--- config.mk ---
export PLATFORM = sky130hd
export DESIGN_NAME = la_wave_render
export DESIGN_NICKNAME = d
export VERILOG_FILES = /design/src/rtl/la_disp_pkg.sv /design/src/rtl/la_sync_delay.sv /design/src/rtl/la_wave_render.sv
export SDC_FILE = /design/constraint.sdc
export NUM_CORES = 1
export LEC_CHECK = 0
export ABC_AREA = 0
export BUFFER_PORTS_ARGS = -buffer_cell sky130_fd_sc_hd__buf_2
export CAP_MARGIN = 20
export CELL_PAD_IN_SITES_DETAIL_PLACEMENT = 1
export CELL_PAD_IN_SITES_GLOBAL_PLACEMENT = 1
export CORE_MARGIN = 1.5
export CORE_UTILIZATION = 45
export CTS_BUF_LIST = sky130_fd_sc_hd__clkbuf_4
export DETAILED_ROUTE_END_ITERATION = 7
export PLACE_DENSITY_LB_ADDON = 0.3
export SYNTH_ARGS = -nofsm -noshare
export SYNTH_HDL_FRONTEND = slang
export SYNTH_HIERARCHICAL = 1
export SYNTH_SLANG_ARGS = --single-unit
--- constraint.sdc ---
create_clock -name pix_clk -period 10.85 [get_ports pix_clk]
set_input_delay 1.085 -clock pix_clk [delete_from_list [all_inputs] [get_ports pix_clk]]
set_output_delay 1.085 -clock pix_clk [all_outputs]
set_load 0.005 [all_outputs]
--- src/rtl/la_disp_pkg.sv ---
// Shared display constants for the logic-analyzer wave renderer.
package la_disp_pkg;

  // Input-to-output pipeline depth, shared by sync and pixel paths
  localparam int unsigned LAT        = 3;
  localparam int unsigned CH_TABLE_N = 8;
  localparam int unsigned CH_IDX_W   = 3;
  localparam int unsigned COLOR_W    = 24;

  typedef struct packed {
    logic [7:0] r;
    logic [7:0] g;
    logic [7:0] b;
  } rgb_t;

  localparam logic [COLOR_W-1:0] GRID_COLOR = 24'h404040;
  localparam logic [COLOR_W-1:0] TRIG_COLOR = 24'hFF0000;
  localparam logic [COLOR_W-1:0] BG_COLOR   = 24'h000000;

  // Channel trace colors, entry 0 in the least-significant slot
  localparam logic [CH_TABLE_N-1:0][COLOR_W-1:0] CH_COLOR = {
    24'h80FF80,  // ch7
    24'hFFFFFF,  // ch6
    24'h8080FF,  // ch5
    24'hFF8000,  // ch4
    24'hFF00FF,  // ch3
    24'h00FFFF,  // ch2
    24'hFFFF00,  // ch1
    24'h00FF00   // ch0
  };

  // Trace color lookup for one channel
  function automatic rgb_t ch_color(input logic [CH_IDX_W-1:0] ch);
    return rgb_t'(CH_COLOR[ch]);
  endfunction

endpackage

--- src/rtl/la_sync_delay.sv ---
// N-stage delay line for vs/hs/de so sync stays aligned with rendered RGB.
module la_sync_delay #(
  parameter int unsigned N = 3
) (
  input  logic pix_clk,
  input  logic rstn,
  input  logic vs_in,
  input  logic hs_in,
  input  logic de_in,
  output logic vs_out,
  output logic hs_out,
  output logic de_out
);

  logic [N-1:0][2:0] sr_q;
  logic [N-1:0][2:0] sr_d;

  // Shift the {vs,hs,de} triple one stage per pixel clock
  always_comb begin
    sr_d    = sr_q;
    sr_d[0] = {vs_in, hs_in, de_in};
    for (int i = 1; i < int'(N); i++) begin
      sr_d[i] = sr_q[i-1];
    end
  end

  // Delay-line registers
  always_ff @(posedge pix_clk or negedge rstn) begin
    if (!rstn) begin
      sr_q <= '0;
    end else begin
      sr_q <= sr_d;
    end
  end

  assign {vs_out, hs_out, de_out} = sr_q[N-1];

endmodule

--- src/rtl/la_wave_render.sv ---
// Logic-analyzer trace renderer: fetches samples per pixel and draws
// one digital trace per channel with grid, transitions and trigger marker.
module la_wave_render
  import la_disp_pkg::*;
#(
  parameter int unsigned        X_BITS     = 12,
  parameter int unsigned        Y_BITS     = 12,
  parameter int unsigned        ADDR_W     = 12,
  parameter int unsigned        CH_NUM     = CH_TABLE_N,
  parameter int unsigned        LANE_SHIFT = 7,
  parameter logic [Y_BITS-1:0]  Y_OFF      = Y_BITS'(16),
  parameter int unsigned        HI_ROW     = 16,
  parameter int unsigned        LO_ROW     = 112,
  parameter int unsigned        GRID_SHIFT = 6
) (
  input  logic              pix_clk,
  input  logic              rstn,
  input  logic              vs_in,
  input  logic              hs_in,
  input  logic              de_in,
  input  logic [X_BITS-1:0] act_x,
  input  logic [Y_BITS-1:0] act_y,
  input  logic [ADDR_W-1:0] base_addr,
  input  logic [ADDR_W-1:0] trig_addr,
  input  logic [2:0]        zoom_shift,
  output logic              ram_rd_en,
  output logic [ADDR_W-1:0] ram_addr,
  input  logic [CH_NUM-1:0] ram_data,
  output logic              vs_out,
  output logic              hs_out,
  output logic              de_out,
  output logic [7:0]        r_out,
  output logic [7:0]        g_out,
  output logic [7:0]        b_out
);

  localparam int unsigned ZOOM_W = 3;
  localparam int unsigned SUB_W  = 7;
  localparam int unsigned LANE_W = $clog2(CH_NUM);

  // Frame registers
  logic              vs_q, vs_d;
  logic [ADDR_W-1:0] base_q, base_d;
  logic [ADDR_W-1:0] trig_q, trig_d;
  logic [ZOOM_W-1:0] zoom_q, zoom_d;

  // Stage 1: address issue
  logic              ram_rd_en_q, ram_rd_en_d;
  logic [ADDR_W-1:0] ram_addr_q, ram_addr_d;
  logic              de1_q, de1_d;
  logic              hit1_q, hit1_d;
  logic [SUB_W-1:0]  sub1_q, sub1_d;
  logic [X_BITS-1:0] x1_q, x1_d;
  logic [Y_BITS-1:0] y1_q, y1_d;

  // Stage 2: waiting on RAM read
  logic              de2_q, de2_d;
  logic              hit2_q, hit2_d;
  logic [SUB_W-1:0]  sub2_q, sub2_d;
  logic [X_BITS-1:0] x2_q, x2_d;
  logic [Y_BITS-1:0] y2_q, y2_d;

  // Stage 3: color decision
  logic [CH_NUM-1:0] prev_q, prev_d;
  rgb_t              rgb_q, rgb_d;

  // Stage 1 helpers
  logic [X_BITS-1:0] sub_mask;
  logic [ADDR_W-1:0] samp_idx;

  // Stage 3 helpers
  logic              first_px;
  logic              samp_edge;
  logic [CH_NUM-1:0] tflag;
  logic [Y_BITS-1:0] ry;
  logic [Y_BITS-1:0] lane_full;
  logic [LANE_W-1:0] lane_idx;
  logic [LANE_SHIFT-1:0] row;
  logic              lane_ok;
  logic              trace;
  logic              grid;

  // Latch view parameters on vs rising; current pixel still sees old values
  always_comb begin
    vs_d   = vs_in;
    base_d = base_q;
    trig_d = trig_q;
    zoom_d = zoom_q;
    if (vs_in && !vs_q) begin
      base_d = base_addr;
      trig_d = trig_addr;
      zoom_d = zoom_shift;
    end
  end

  // Stage 1: sample index, sub-sample phase and trigger hit
  always_comb begin
    sub_mask    = (X_BITS'(1) << zoom_q) - X_BITS'(1);
    samp_idx    = ADDR_W'(base_q + ADDR_W'(act_x >> zoom_q));
    ram_addr_d  = samp_idx;
    ram_rd_en_d = de_in;
    de1_d       = de_in;
    sub1_d      = SUB_W'(act_x & sub_mask);
    hit1_d      = (samp_idx == trig_q) && (sub1_d == '0);
    x1_d        = act_x;
    y1_d        = act_y;
  end

  // Stage 2: align pixel fields with the RAM read latency
  always_comb begin
    de2_d  = de1_q;
    hit2_d = hit1_q;
    sub2_d = sub1_q;
    x2_d   = x1_q;
    y2_d   = y1_q;
  end

  // Stage 3: transition tracking, lane geometry and pixel priority
  always_comb begin
    first_px  = (x2_q == '0);
    samp_edge = (sub2_q == '0);
    tflag     = '0;
    prev_d    = prev_q;
    if (de2_q && samp_edge && !first_px) begin
      tflag = ram_data ^ prev_q;
    end
    if (de2_q && (first_px || samp_edge)) begin
      prev_d = ram_data;
    end

    ry        = y2_q - Y_OFF;
    lane_full = ry >> LANE_SHIFT;
    lane_idx  = LANE_W'(lane_full);
    row       = ry[LANE_SHIFT-1:0];
    lane_ok   = (y2_q >= Y_OFF) && (lane_full < Y_BITS'(CH_NUM));
    trace     = lane_ok &&
                (((row == LANE_SHIFT'(HI_ROW)) && ram_data[lane_idx]) ||
                 ((row == LANE_SHIFT'(LO_ROW)) && !ram_data[lane_idx]) ||
                 ((row >= LANE_SHIFT'(HI_ROW)) && (row <= LANE_SHIFT'(LO_ROW)) &&
                  tflag[lane_idx]));
    grid      = (x2_q[GRID_SHIFT-1:0] == '0);

    rgb_d = rgb_t'(BG_COLOR);
    if (!de2_q) begin
      rgb_d = rgb_t'(BG_COLOR);
    end else if (hit2_q) begin
      rgb_d = rgb_t'(TRIG_COLOR);
    end else if (trace) begin
      rgb_d = ch_color(CH_IDX_W'(lane_idx));
    end else if (grid) begin
      rgb_d = rgb_t'(GRID_COLOR);
    end
  end

  // Pipeline and frame registers
  always_ff @(posedge pix_clk or negedge rstn) begin
    if (!rstn) begin
      vs_q        <= 1'b0;
      base_q      <= '0;
      trig_q      <= '0;
      zoom_q      <= '0;
      ram_rd_en_q <= 1'b0;
      ram_addr_q  <= '0;
      de1_q       <= 1'b0;
      hit1_q      <= 1'b0;
      sub1_q      <= '0;
      x1_q        <= '0;
      y1_q        <= '0;
      de2_q       <= 1'b0;
      hit2_q      <= 1'b0;
      sub2_q      <= '0;
      x2_q        <= '0;
      y2_q        <= '0;
      prev_q      <= '0;
      rgb_q       <= '0;
    end else begin
      vs_q        <= vs_d;
      base_q      <= base_d;
      trig_q      <= trig_d;
      zoom_q      <= zoom_d;
      ram_rd_en_q <= ram_rd_en_d;
      ram_addr_q  <= ram_addr_d;
      de1_q       <= de1_d;
      hit1_q      <= hit1_d;
      sub1_q      <= sub1_d;
      x1_q        <= x1_d;
      y1_q        <= y1_d;
      de2_q       <= de2_d;
      hit2_q      <= hit2_d;
      sub2_q      <= sub2_d;
      x2_q        <= x2_d;
      y2_q        <= y2_d;
      prev_q      <= prev_d;
      rgb_q       <= rgb_d;
    end
  end

  // Sync path delayed to match the pixel pipeline
  la_sync_delay #(
    .N (LAT)
  ) u_sync_delay (
    .pix_clk (pix_clk),
    .rstn    (rstn),
    .vs_in   (vs_in),
    .hs_in   (hs_in),
    .de_in   (de_in),
    .vs_out  (vs_out),
    .hs_out  (hs_out),
    .de_out  (de_out)
  );

  assign ram_rd_en = ram_rd_en_q;
  assign ram_addr  = ram_addr_q;
  assign r_out     = rgb_q.r;
  assign g_out     = rgb_q.g;
  assign b_out     = rgb_q.b;

endmodule

==> run_results.csv <==
group,metric,value,unit
final_layout,multi_input_area,0.002206,mm2
grt,globalRouteTotalUtil,0.2011,
sta,period_needed,4296,ps
place,preCtsSetupSlack,6426,ps
die,die_w,115.7,um
final_layout,stdcell_count,723,
route,firstDrtPassIters,4,
route,vias,3735,
cts,cts.hold.buffers_added,0,
critical_path,critical_path_required,11300,ps
pwr,power.internal,0.8551,mW
pwr,power.leakage,3.057,nW
logic_synthesis,ys_top_cells_by_area,"dfrtp_1, mux2_2, ha_1, xnor2_1, xor2_1",
final_layout,syn_to_final_growth,14.70,%
sta,post-route-period-util,0.3959,
critical_path,cp_max_fo,27,
grt,grt_pass1_vias,3900,
route,drc,0,
cts,htree_num_levels,4,
cts,post_cts_buffers,0,
logic_synthesis,synthAdderAreaFrac,0.04074,
logic_synthesis,yosys.area.top_type_share,0.5782,
logic_synthesis,synthArstFlopShare,1.000,
grt,grt_start_max_net_pins,75,
logic_synthesis,ys_ff_latch,132,
route,wirelength,12190,um
cts,cts_root_buffer,"clkbuf_4",
logic_synthesis,avgSynthCellArea,12.81,um2
final_layout,fillers,1346,
grt,grt_pass1_wl,20060,um
cts,cts_tree,"yes",
route,drtAntennaViolNets,0,
pwr,power_frac_clock,0.255,
logic_synthesis,synth_edf_count,0,
cts,cts_inserted_buffers,17,
logic_synthesis,mappedNetlistNets,528,
job,maxCapViolations,0,
grt,grt_overflow,0,
place,place_hpwl,8962,um
logic_synthesis,yosysUniqueCellTypes,60,
critical_path,cp-end-kind,"register",
cts,clock_latency,550,ps
final_layout,final-seq-area,0.003303,mm2
sta,rsz0062_at_grt,"false",
route,drtIter0Drc,146,
place,portBuffers,103,
route,via_per_inst,5.166,
die,coreArea,0.01221,mm2
logic_synthesis,yosysTopAreaCell,"dfrtp_1",
critical_path,path_class,"reg2reg",
sta,setup-tns-final,0,ps
sta,hold_viol,0,
sta,worstMarginPinSlew,899.1,ps
logic_synthesis,synth-xor-area-share,0.05913,
die,die_h,115.7,um
logic_synthesis,synth_area,0.005713,mm2
critical_path,worstPathArrival,4750,ps
cts,path_clk_slew,130,ps
die,dieArea,0.01338,mm2
sta,maxSlewViolCount,0,
pwr,p_seq_frac,0.489,
place,dp_cells,690,
logic_synthesis,synth_common_cells,"dfrtp_1, mux2_2, a21oi_1",
die,rows,40,
final_layout,nNetsFinal,623,
sta,relSlewSlack,0.4006,
logic_synthesis,syn-instance-count,446,
cts,cts_max_path_buffers,2,
pwr,power_switching,0.3851,mW
pwr,p_comb_frac,0.256,
sta,setup_ws,6554,ps
logic_synthesis,yosysMostFrequentCell,"dfrtp_1",
route,routedWlPerCell,16.86,um
logic_synthesis,yosysWarnings,6,
hold_path,min_path_type,"reg2reg",
sta,setup_viol,0,
sta,timing.fmax,232.8,MHz
logic_synthesis,ys_seq_area_frac,0.5782,
sta,clock_skew,23.35,ps
final_layout,layout-drive-gt1-share,0.3170,
die,start_util,0.4678,
cts,cts.sinks,132,
status,status,"finished clean",
logic_synthesis,synthMuxAreaShare,0.1108,
logic_synthesis,synth-simple-area-share,0.08826,
logic_synthesis,synth_top_family_by_area,"multiplexers",
pwr,ir_drop,82.61,uV
grt,antenna_found_initial,2,
die,pin_count,104,
critical_path,worstSetupStartpointType,"register",
cts,cts_resized,0,
logic_synthesis,synth_compound_area_frac,0.08673,
place,place_congestion,0.8647,
pwr,swShare,0.3105,
logic_synthesis,synth-main-ff-cell,"dfrtp_1",
pwr,p_per_area,189.3,mW/mm2
-- path summary, 6_finish.rpt --
path | to | start | cells after the start | slack [ps]
worst max-delay path | hit1_q$_DFF_PN0_ | zoom_q[1]$_DFFE_PN0P_ | 13 | 6550
worst min-delay path | y2_q[9]$_DFF_PN0_ | y1_q[9]$_DFF_PN0_ | 0 | 350
worst max register to register | hit1_q$_DFF_PN0_ | zoom_q[1]$_DFFE_PN0P_ | 13 | 6550
worst min register to register | y2_q[9]$_DFF_PN0_ | y1_q[9]$_DFF_PN0_ | 0 | 350
max in group asynchronous | sub1_q[0]$_DFF_PN0_ | rstn | 2 | 8850
min in group asynchronous | prev_q[1]$_DFFE_PN0P_ | rstn | 1 | 580
-- state kept, by name (all words and copies together) (netlist names), 3 cells and up --
name,cells
y2_q,12
b_out,3
ram_addr,12
sub1_q,7
base_q,12
sub2_q,7
x2_q,12
x1_q,12
g_out,3
zoom_q,3
r_out,3
y1_q,12
trig_q,12
prev_q,8
u_sync_delay/sr_d,6
-- kinds of logic (layout without fill, tap and decap cells) --
group	Yosys count	in the layout
XOR/XNOR	37	37
AO/OA/AOI/OAI	76	76
multiplexers	53	53
adder cells (fa/ha/maj)	18	18
buffers and inverters	37	143
AND/OR/NAND/NOR	93	93
other	0	3
flip-flops	132	132
-- metal layers --
layer | routed length, um | global-route usage | vias to the layer above | part of all wire
met3 | 525 | 0.04759 | 17 | 0.043
met4 | 296 | 0.08862 | 0 | 0.024
met5 | 0 | 0 | - | 0
li1 | - | - | 1756 | -
met1 | 5096 | 0.2381 | 1870 | 0.42
met2 | 6272 | 0.3507 | 92 | 0.51
-- through the flow --
step	area [um2]	power [mW]	hold WS (ps)	utilization
after floorplan	5713	0.8245	331.2	-
after global placement	6285	0.9181	332.2	0.5147
after detailed placement	6285	0.9323	336.3	0.5147
after CTS	6545	1.254	352.2	0.5360
after global routing	6550	1.311	360.0	0.5364
final	6553	1.240	345.7	0.5366
-- critical path, stage by stage (launching register included) --
cell,delay [ps]
dfrtp_1,940
mux2_1,410
o21ai_1,200
o21ai_1,110
ha_1,230
fa_1,400
a21o_1,210
a41oi_1,220
o21ai_1,180
o31a_1,320
a21o_1,200
a21oi_1,260
xnor3_1,290
nor4_1,250
-- layout by cell type (no fill, tap or decap), types with 9 or more instances in the layout --
cell	Yosys	layout
xnor2_1	20	20
and2_1	9	9
buf_2	1	102
nand2_1	20	20
mux2_2	27	27
nor4_1	10	10
mux2i_1	10	10
ha_1	17	17
nor2_1	16	16
xor2_1	16	16
dfrtp_1	132	132
a21oi_1	22	22
clkbuf_4	0	20
mux2_1	11	11
o21ai_0	9	9
-- power by group through the flow --
stage / registers, mW / logic, mW / clock network [mW]
CTS: 0.607 / 0.322 / 0.325
detailed placement: 0.616 / 0.316 / 0
finish: 0.606 / 0.317 / 0.317
floorplan: 0.601 / 0.224 / 0
global route: 0.616 / 0.353 / 0.341
global placement: 0.613 / 0.305 / 0
-- area by class of cell --
cell class | count | share of cell area
Antenna cell | 3 | 0.001146
Clock buffer | 20 | 0.02291
Clock inverter | 10 | 0.01680
Inverter | 8 | 0.004965
Multi-Input combinational cell | 277 | 0.3366
Sequential cell | 132 | 0.5041
Tap cell | 168 | 0.03208
Timing Repair Buffer | 105 | 0.08134
No activity file was read; power rests on OpenSTA's default activity.
